===== src/rtl/pipe_pkg.sv =====
// pipe_pkg: definitions shared by the pipeline hazard/stall control logic.
//   REG_IDX_W        - width of a register-file index (16 registers)
//   DRAIN_CYCLES_DEF - default cycles for HLT to travel ID/EX -> MEM/WB
//   hz_state_e       - sequencer states: RUN, DRAIN, HALTED
package pipe_pkg;

  localparam int unsigned REG_IDX_W        = 4;
  localparam int unsigned DRAIN_CYCLES_DEF = 3;

  typedef enum logic [1:0] {
    RUN    = 2'd0,
    DRAIN  = 2'd1,
    HALTED = 2'd2
  } hz_state_e;

endpackage


===== src/rtl/pipe_hazard_ctrl_if.sv =====
// pipe_hazard_ctrl_if: hazard inputs from the pipeline and the stall/flush
// controls returned to it.
//   slave  modport: the hazard controller (reads ID/EX/miss info, drives
//                   enables, flushes and halted)
//   master modport: the pipeline datapath side
interface pipe_hazard_ctrl_if;
  import pipe_pkg::*;

  logic [REG_IDX_W-1:0] ifid_rs;
  logic [REG_IDX_W-1:0] ifid_rt;
  logic                 ifid_uses_rt;
  logic [REG_IDX_W-1:0] idex_rd;
  logic                 idex_memread;
  logic                 id_branch_taken;
  logic                 id_hlt;
  logic                 if_miss;
  logic                 mem_miss;

  logic                 pc_we;
  logic                 ifid_we;
  logic                 ifid_flush;
  logic                 idex_we;
  logic                 idex_flush;
  logic                 exmem_we;
  logic                 memwb_we;
  logic                 halted;

  modport slave (
    input  ifid_rs, ifid_rt, ifid_uses_rt, idex_rd, idex_memread,
           id_branch_taken, id_hlt, if_miss, mem_miss,
    output pc_we, ifid_we, ifid_flush, idex_we, idex_flush,
           exmem_we, memwb_we, halted
  );

  modport master (
    output ifid_rs, ifid_rt, ifid_uses_rt, idex_rd, idex_memread,
           id_branch_taken, id_hlt, if_miss, mem_miss,
    input  pc_we, ifid_we, ifid_flush, idex_we, idex_flush,
           exmem_we, memwb_we, halted
  );

endinterface


===== src/rtl/load_use_detect.sv =====
// load_use_detect: purely combinational load-use hazard compare.
//   i_ifid_rs, i_ifid_rt - source registers of the instruction in ID
//   i_ifid_uses_rt       - ID instruction actually reads rt
//   i_idex_rd            - destination of the instruction in EX
//   i_idex_memread       - EX instruction is a load
//   o_luh                - stall required (register 0 never hazards)
module load_use_detect
  import pipe_pkg::*;
(
  input  logic [REG_IDX_W-1:0] i_ifid_rs,
  input  logic [REG_IDX_W-1:0] i_ifid_rt,
  input  logic                 i_ifid_uses_rt,
  input  logic [REG_IDX_W-1:0] i_idex_rd,
  input  logic                 i_idex_memread,
  output logic                 o_luh
);

  logic w_rs_hit;
  logic w_rt_hit;

  assign w_rs_hit = (i_idex_rd == i_ifid_rs);
  assign w_rt_hit = i_ifid_uses_rt && (i_idex_rd == i_ifid_rt);
  assign o_luh    = i_idex_memread && (i_idex_rd != '0) && (w_rs_hit || w_rt_hit);

endmodule


===== src/rtl/pipe_hazard_ctrl.sv =====
// pipe_hazard_ctrl: central stall/flush sequencer for the five-stage pipeline.
//   clk, rst   - clock, synchronous active-high reset
//   hz (slave) - ID/EX hazard info and miss flags in; PC / IF/ID / ID/EX /
//                EX/MEM / MEM/WB write enables, IF/ID and ID/EX flushes and
//                registered halted out
// Enables/flushes are combinational from state and inputs. An HLT in ID moves
// the sequencer to DRAIN for DRAIN_CYCLES unfrozen cycles, then HALTED.
// Optional: define PIPE_HAZARD_PERF_EN to add stall_cnt / flush_cnt outputs.
module pipe_hazard_ctrl
  import pipe_pkg::*;
#(
  parameter int unsigned DRAIN_CYCLES = DRAIN_CYCLES_DEF
) (
  input  logic              clk,
  input  logic              rst,
  pipe_hazard_ctrl_if.slave hz
`ifdef PIPE_HAZARD_PERF_EN
  ,
  output logic [15:0]       stall_cnt,
  output logic [15:0]       flush_cnt
`endif
);

  localparam int unsigned CNT_W = (DRAIN_CYCLES > 1) ? $clog2(DRAIN_CYCLES) : 1;
  localparam logic [CNT_W-1:0] CNT_LAST = CNT_W'(DRAIN_CYCLES - 1);

  hz_state_e        r_state;
  logic [CNT_W-1:0] r_cnt;
  logic             r_halted;

  logic w_luh;
  logic w_pc_we;
  logic w_ifid_we;
  logic w_ifid_flush;
  logic w_idex_we;
  logic w_idex_flush;
  logic w_exmem_we;
  logic w_memwb_we;

  load_use_detect u_luh (
    .i_ifid_rs      (hz.ifid_rs),
    .i_ifid_rt      (hz.ifid_rt),
    .i_ifid_uses_rt (hz.ifid_uses_rt),
    .i_idex_rd      (hz.idex_rd),
    .i_idex_memread (hz.idex_memread),
    .o_luh          (w_luh)
  );

  always_comb begin
    w_pc_we      = 1'b1;
    w_ifid_we    = 1'b1;
    w_ifid_flush = 1'b0;
    w_idex_we    = 1'b1;
    w_idex_flush = 1'b0;
    w_exmem_we   = 1'b1;
    w_memwb_we   = 1'b1;
    if (!rst) begin
      unique case (r_state)
        RUN: begin
          if (hz.mem_miss) begin
            w_pc_we    = 1'b0;
            w_ifid_we  = 1'b0;
            w_idex_we  = 1'b0;
            w_exmem_we = 1'b0;
            w_memwb_we = 1'b0;
          end else if (w_luh) begin
            w_pc_we      = 1'b0;
            w_ifid_we    = 1'b0;
            w_idex_flush = 1'b1;
          end else if (hz.id_hlt) begin
            w_pc_we      = 1'b0;
            w_ifid_flush = 1'b1;
          end else if (hz.id_branch_taken) begin
            // Redirect keeps pc_we even when fetch misses in the same cycle.
            w_ifid_flush = 1'b1;
          end else if (hz.if_miss) begin
            w_pc_we      = 1'b0;
            w_ifid_flush = 1'b1;
          end
        end
        DRAIN: begin
          w_pc_we      = 1'b0;
          w_ifid_flush = 1'b1;
          if (hz.mem_miss) begin
            w_ifid_we  = 1'b0;
            w_idex_we  = 1'b0;
            w_exmem_we = 1'b0;
            w_memwb_we = 1'b0;
          end
        end
        default: begin
          w_pc_we    = 1'b0;
          w_ifid_we  = 1'b0;
          w_idex_we  = 1'b0;
          w_exmem_we = 1'b0;
          w_memwb_we = 1'b0;
        end
      endcase
    end
  end

  always_ff @(posedge clk) begin
    if (rst) begin
      r_state  <= RUN;
      r_cnt    <= '0;
      r_halted <= 1'b0;
    end else begin
      unique case (r_state)
        RUN: begin
          if (!hz.mem_miss && !w_luh && hz.id_hlt) begin
            r_state <= DRAIN;
            r_cnt   <= '0;
          end
        end
        DRAIN: begin
          if (!hz.mem_miss) begin
            if (r_cnt == CNT_LAST) begin
              r_state  <= HALTED;
              r_halted <= 1'b1;
            end else begin
              r_cnt <= r_cnt + CNT_W'(1);
            end
          end
        end
        HALTED: begin
          r_halted <= 1'b1;
        end
        default: begin
          r_state <= RUN;
        end
      endcase
    end
  end

`ifdef PIPE_HAZARD_PERF_EN
  logic [15:0] r_stall_cnt;
  logic [15:0] r_flush_cnt;

  always_ff @(posedge clk) begin
    if (rst) begin
      r_stall_cnt <= '0;
      r_flush_cnt <= '0;
    end else if (r_state == RUN) begin
      if (w_luh || hz.mem_miss || hz.if_miss) r_stall_cnt <= r_stall_cnt + 16'd1;
      if (w_ifid_flush || w_idex_flush)       r_flush_cnt <= r_flush_cnt + 16'd1;
    end
  end

  assign stall_cnt = r_stall_cnt;
  assign flush_cnt = r_flush_cnt;
`endif

  assign hz.pc_we      = w_pc_we;
  assign hz.ifid_we    = w_ifid_we;
  assign hz.ifid_flush = w_ifid_flush;
  assign hz.idex_we    = w_idex_we;
  assign hz.idex_flush = w_idex_flush;
  assign hz.exmem_we   = w_exmem_we;
  assign hz.memwb_we   = w_memwb_we;
  assign hz.halted     = r_halted;

endmodule


===== src/flat_wrapper.sv =====
// flat-port wrapper written by rule: the top's interface ports become plain ports
module pipe_hazard_ctrl_flat import pipe_pkg::*;
#(
  parameter int unsigned DRAIN_CYCLES = DRAIN_CYCLES_DEF
)
  (clk, rst, hz_ifid_rs, hz_ifid_rt, hz_ifid_uses_rt, hz_idex_rd, hz_idex_memread, hz_id_branch_taken, hz_id_hlt, hz_if_miss, hz_mem_miss, hz_pc_we, hz_ifid_we, hz_ifid_flush, hz_idex_we, hz_idex_flush, hz_exmem_we, hz_memwb_we, hz_halted);
  pipe_hazard_ctrl_if hz_i ();
  input  logic clk;
  input  logic rst;
  input wire logic [$bits(hz_i.ifid_rs)-1:0] hz_ifid_rs;
  input wire logic [$bits(hz_i.ifid_rt)-1:0] hz_ifid_rt;
  input wire logic [$bits(hz_i.ifid_uses_rt)-1:0] hz_ifid_uses_rt;
  input wire logic [$bits(hz_i.idex_rd)-1:0] hz_idex_rd;
  input wire logic [$bits(hz_i.idex_memread)-1:0] hz_idex_memread;
  input wire logic [$bits(hz_i.id_branch_taken)-1:0] hz_id_branch_taken;
  input wire logic [$bits(hz_i.id_hlt)-1:0] hz_id_hlt;
  input wire logic [$bits(hz_i.if_miss)-1:0] hz_if_miss;
  input wire logic [$bits(hz_i.mem_miss)-1:0] hz_mem_miss;
  output wire logic [$bits(hz_i.pc_we)-1:0] hz_pc_we;
  output wire logic [$bits(hz_i.ifid_we)-1:0] hz_ifid_we;
  output wire logic [$bits(hz_i.ifid_flush)-1:0] hz_ifid_flush;
  output wire logic [$bits(hz_i.idex_we)-1:0] hz_idex_we;
  output wire logic [$bits(hz_i.idex_flush)-1:0] hz_idex_flush;
  output wire logic [$bits(hz_i.exmem_we)-1:0] hz_exmem_we;
  output wire logic [$bits(hz_i.memwb_we)-1:0] hz_memwb_we;
  output wire logic [$bits(hz_i.halted)-1:0] hz_halted;
  assign hz_i.ifid_rs = hz_ifid_rs;
  assign hz_i.ifid_rt = hz_ifid_rt;
  assign hz_i.ifid_uses_rt = hz_ifid_uses_rt;
  assign hz_i.idex_rd = hz_idex_rd;
  assign hz_i.idex_memread = hz_idex_memread;
  assign hz_i.id_branch_taken = hz_id_branch_taken;
  assign hz_i.id_hlt = hz_id_hlt;
  assign hz_i.if_miss = hz_if_miss;
  assign hz_i.mem_miss = hz_mem_miss;
  assign hz_pc_we = hz_i.pc_we;
  assign hz_ifid_we = hz_i.ifid_we;
  assign hz_ifid_flush = hz_i.ifid_flush;
  assign hz_idex_we = hz_i.idex_we;
  assign hz_idex_flush = hz_i.idex_flush;
  assign hz_exmem_we = hz_i.exmem_we;
  assign hz_memwb_we = hz_i.memwb_we;
  assign hz_halted = hz_i.halted;
  pipe_hazard_ctrl #(.DRAIN_CYCLES(DRAIN_CYCLES)) u_core (.clk(clk), .rst(rst), .hz(hz_i));
endmodule

===== config.mk =====
export PLATFORM = sky130hd
export DESIGN_NAME = pipe_hazard_ctrl_flat
export DESIGN_NICKNAME = d
export VERILOG_FILES = /design/src/rtl/pipe_pkg.sv /design/src/rtl/pipe_hazard_ctrl_if.sv /design/src/rtl/load_use_detect.sv /design/src/rtl/pipe_hazard_ctrl.sv /design/src/flat_wrapper.sv
export SDC_FILE = /design/constraint.sdc
export NUM_CORES = 1
export LEC_CHECK = 0
export CORE_AREA = 2 2 39 41
export CTS_CLUSTER_DIAMETER = 80
export CTS_CLUSTER_SIZE = 12
export DETAILED_ROUTE_END_ITERATION = 16
export DIE_AREA = 0 0 41 43
export PLACE_DENSITY = 0.73
export SLEW_MARGIN = 20
export SYNTH_ARGS = -nofsm -noshare
export SYNTH_HDL_FRONTEND = slang
export SYNTH_HIERARCHICAL = 1
export SYNTH_SLANG_ARGS = --single-unit

===== constraint.sdc =====
create_clock -name clk -period 3.4 [get_ports clk]
set_input_delay 0.51 -clock clk [delete_from_list [all_inputs] [get_ports clk]]
set_output_delay 0.51 -clock clk [all_outputs]
set_load 0.05 [all_outputs]

==> impl_metrics.yaml <==
outcome:
  status: "complete, no violations"
floorplanning:
  die_w_microns: 41
  io_pins: 28
  dieArea_sq_um: 1760
  initial_utilization_pct: 31.3
  die_h_microns: 43
  coreArea_sq_um: 1380
  row_count: 14
worst_setup_path:
  cp.arrival_ns: 2.41
  crit_path_max_incr_delay_ns: 0.46
  crit_path_start_kind: "primary input"
  path_max_fanout: 4
  cp_slowest_cell: "clkdlybuf4s50_1"
  worstPathBufferInverterCount: 2
  path_cells: "clkdlybuf4s50_1 > o41a_1 > nand3_1 > o2bb2ai_1 > o31a_1 > nor3_1 > buf_12"
  crit_family: "compound AO/OA/AOI/OAI gates"
  required_ns: 2.89
  end_kind: "output pin"
  critPathKind: "primary input to output pin"
detailed_routing:
  vias: 487
  drt-pass1-iter-count: 2
  routed_via_density: 4.97
  final_antenna_net_count: 0
  drt-total-wl_mm: 1.07
  drtIter0Drc: 3
  drc: 0
  wl_per_cell_microns: 11.0
power_and_ir_drop:
  p_leak_nw: 0.272
  power_density_nw_per_um2: 287
  ir_worst_vdd_mv: 0.127
clock_network:
  cts-hold-fix-buffers: 0
  cts.clk_slew.worst_paths_ns: 0.04
  cts_tree: "yes"
  h-tree-depth: 1
  cts-root-buf: "clkbuf_4"
  post_cts_buffers: 0
  clock_latency_ns: 0.24
  ctsResizeCount: 0
  clk_path_buf_depth: 2
  numCtsBuffers: 3
  cts_sinks: 5
sta:
  slew_headroom_pct: 65.5
  slew_violations: 0
  worst_pin_slew_ns: 0.512
  rsz0062_at_grt: "no"
  fin_crit_sh_pct: 86.0
  tns_ns: 0
  fmax_ghz: 0.342
  finalClockSkew_ns: 0.00538
  hold_viol_final: 0
  setup_viol_count_final: 0
  min_period_ns: 2.92
global_routing:
  gr-total-overflow: 0
  first_global_vias: 481
  grt_max_degree: 11
  grt.total_usage_pct: 15.1
  antenna_found_initial: 0
  grt_pass1_wl_mm: 1.81
logic_synthesis:
  yosysWarnings: 6
  netlist_area_sq_um: 433
  syn_nets: 74
  ys_types: 31
  syn_inst: 53
  ys_ff_latch: 5
  syn_area_per_cell_sq_um: 8.17
  ys_seq_area_share_pct: 23.1
layout:
  syn_to_final_growth_pct: 74.0
  diodes: 0
  fillCellCount: 147
  final_common_cell: "clkdlybuf4s50_1"
  design_area_sq_um: 753
  drive_gt1_share_pct: 15.9
  layout_common_cells: "23 x clkdlybuf4s50_1, 5 x dfxtp_1, 4 x xor2_1, 4 x xnor2_1"
  nets: 104
place:
  gp_congestion: 0.702
  place_area_sq_um: 727
  portBuffers: 27
  dpl.hpwl_microns: 913
hold_path:
  hold_class: "flip-flop to flip-flop"
job:
  maxCapViolations: 0
-- final timing paths --
kind                              endpoint  slack, ns  depth (start not counted)                     startpoint
min          u_core/hz.halted$_SDFFE_PP0P_       0.45                          2  u_core/hz.halted$_SDFFE_PP0P_
min reg2reg  u_core/hz.halted$_SDFFE_PP0P_       0.45                          2  u_core/hz.halted$_SDFFE_PP0P_
max reg2reg   u_core/r_cnt[0]$_SDFFE_PP0P_       2.20                          5   u_core/r_cnt[0]$_SDFFE_PP0P_
max                          hz_ifid_flush       0.48                          7                  hz_idex_rd[1]
-- state kept, by name, indices dropped and copies added (netlist names) --
register / count
u_core/hz.halted: 1
u_core/r_state: 2
u_core/r_cnt: 2
-- cell families (layout without fill, tap and decap cells) --
logic type                 after synthesis  count (layout)  share of synthesized area [%]
AOI/OAI and AO/OA                       12              12                           20.5
xor gates and xnor gates                 8               8                           16.2
adders and majority gates                1               1                           2.89
buffers and inverters                    6              35                           6.93
DFF                                      5               5                           23.1
and+or+nand+nor                         21              21                           30.3
-- power by group --
part           internal, W  switching [W]
sequential       0.0000606     0.00000207
clock            0.0000443      0.0000232
combinational    0.0000455      0.0000402
-- cell type report --
class                           count  area (sq um)  area share (%)
Clock buffer                        4          26.3            3.49
Inverter                            3          11.3            1.50
Multi-Input combinational cell     42           303            40.2
Sequential cell                     5           100            13.3
Tap cell                           16          20.0            2.66
Timing Repair Buffer               28           293            38.9
-- metrics by stage --
| stage | hold slack (ns) | total power, W | setup slack [ns] | cells | utilization (%) |
|---|---|---|---|---|---|
| floorplan | 0.449 | 0.000109 | 0.235 | 53 | - |
| global placement | 0.438 | 0.000148 | 0.506 | 94 | 52.5 |
| detailed placement | 0.447 | 0.000150 | 0.469 | 94 | 52.5 |
| CTS | 0.453 | 0.000219 | 0.455 | 98 | 54.4 |
| global route | 0.471 | 0.000228 | 0.386 | 98 | 54.4 |
| finish | 0.445 | 0.000216 | 0.476 | 98 | 54.4 |
-- Yosys cell counts --
| cell | count | share of area [%] |
|---|---|---|
| nor3_2 | 1 | 2.3 |
| ha_1 | 1 | 2.9 |
| buf_4 | 2 | 3.5 |
| a31o_2 | 1 | 2.0 |
| nor4bb_1 | 1 | 2.3 |
| clkbuf_1 | 1 | 0.87 |
| a311oi_1 | 1 | 2.0 |
| nand2_1 | 2 | 1.7 |
| o21ai_0 | 1 | 1.2 |
| xor2_1 | 4 | 8.1 |
| nor2b_1 | 1 | 1.4 |
| nor2_1 | 1 | 0.87 |
| a2bb2oi_1 | 1 | 2.0 |
| o41a_1 | 1 | 2.6 |
| nor2_2 | 1 | 1.4 |
| xnor2_1 | 4 | 8.1 |
| or2b_1 | 1 | 1.7 |
| o2bb2ai_1 | 1 | 2.0 |
| dfxtp_1 | 5 | 23 |
| nor3_1 | 3 | 3.5 |
| a31oi_1 | 1 | 1.4 |
| inv_1 | 3 | 2.6 |
| a21o_1 | 1 | 1.7 |
| or2_2 | 1 | 1.4 |
| nand2b_1 | 2 | 2.9 |
| or3b_4 | 1 | 2.6 |
| a21oi_1 | 3 | 3.5 |
| nand3b_1 | 1 | 1.7 |
| nand3_1 | 3 | 3.5 |
| o31a_1 | 1 | 2.0 |
| nor4_1 | 2 | 2.9 |
-- worst reg2reg max path: stages, from the launching register on --
cell	delay, ns
dfxtp_1	0.34
inv_1	0.05
ha_1	0.23
nor2b_1	0.17
a21oi_1	0.09
a311oi_1	0.24
-- routing by layer --
| layer | global-route usage (%) | vias to the layer above | part of all wire, % |
|---|---|---|---|
| li1 | - | 248 | - |
| met1 | 15.6 | 212 | 40 |
| met4 | 6.00 | 0 | 0 |
| met3 | 6.28 | 0 | 12 |
| met5 | 0 | - | 0 |
| met2 | 25.3 | 27 | 48 |
(Power assumes the default switching activity.)
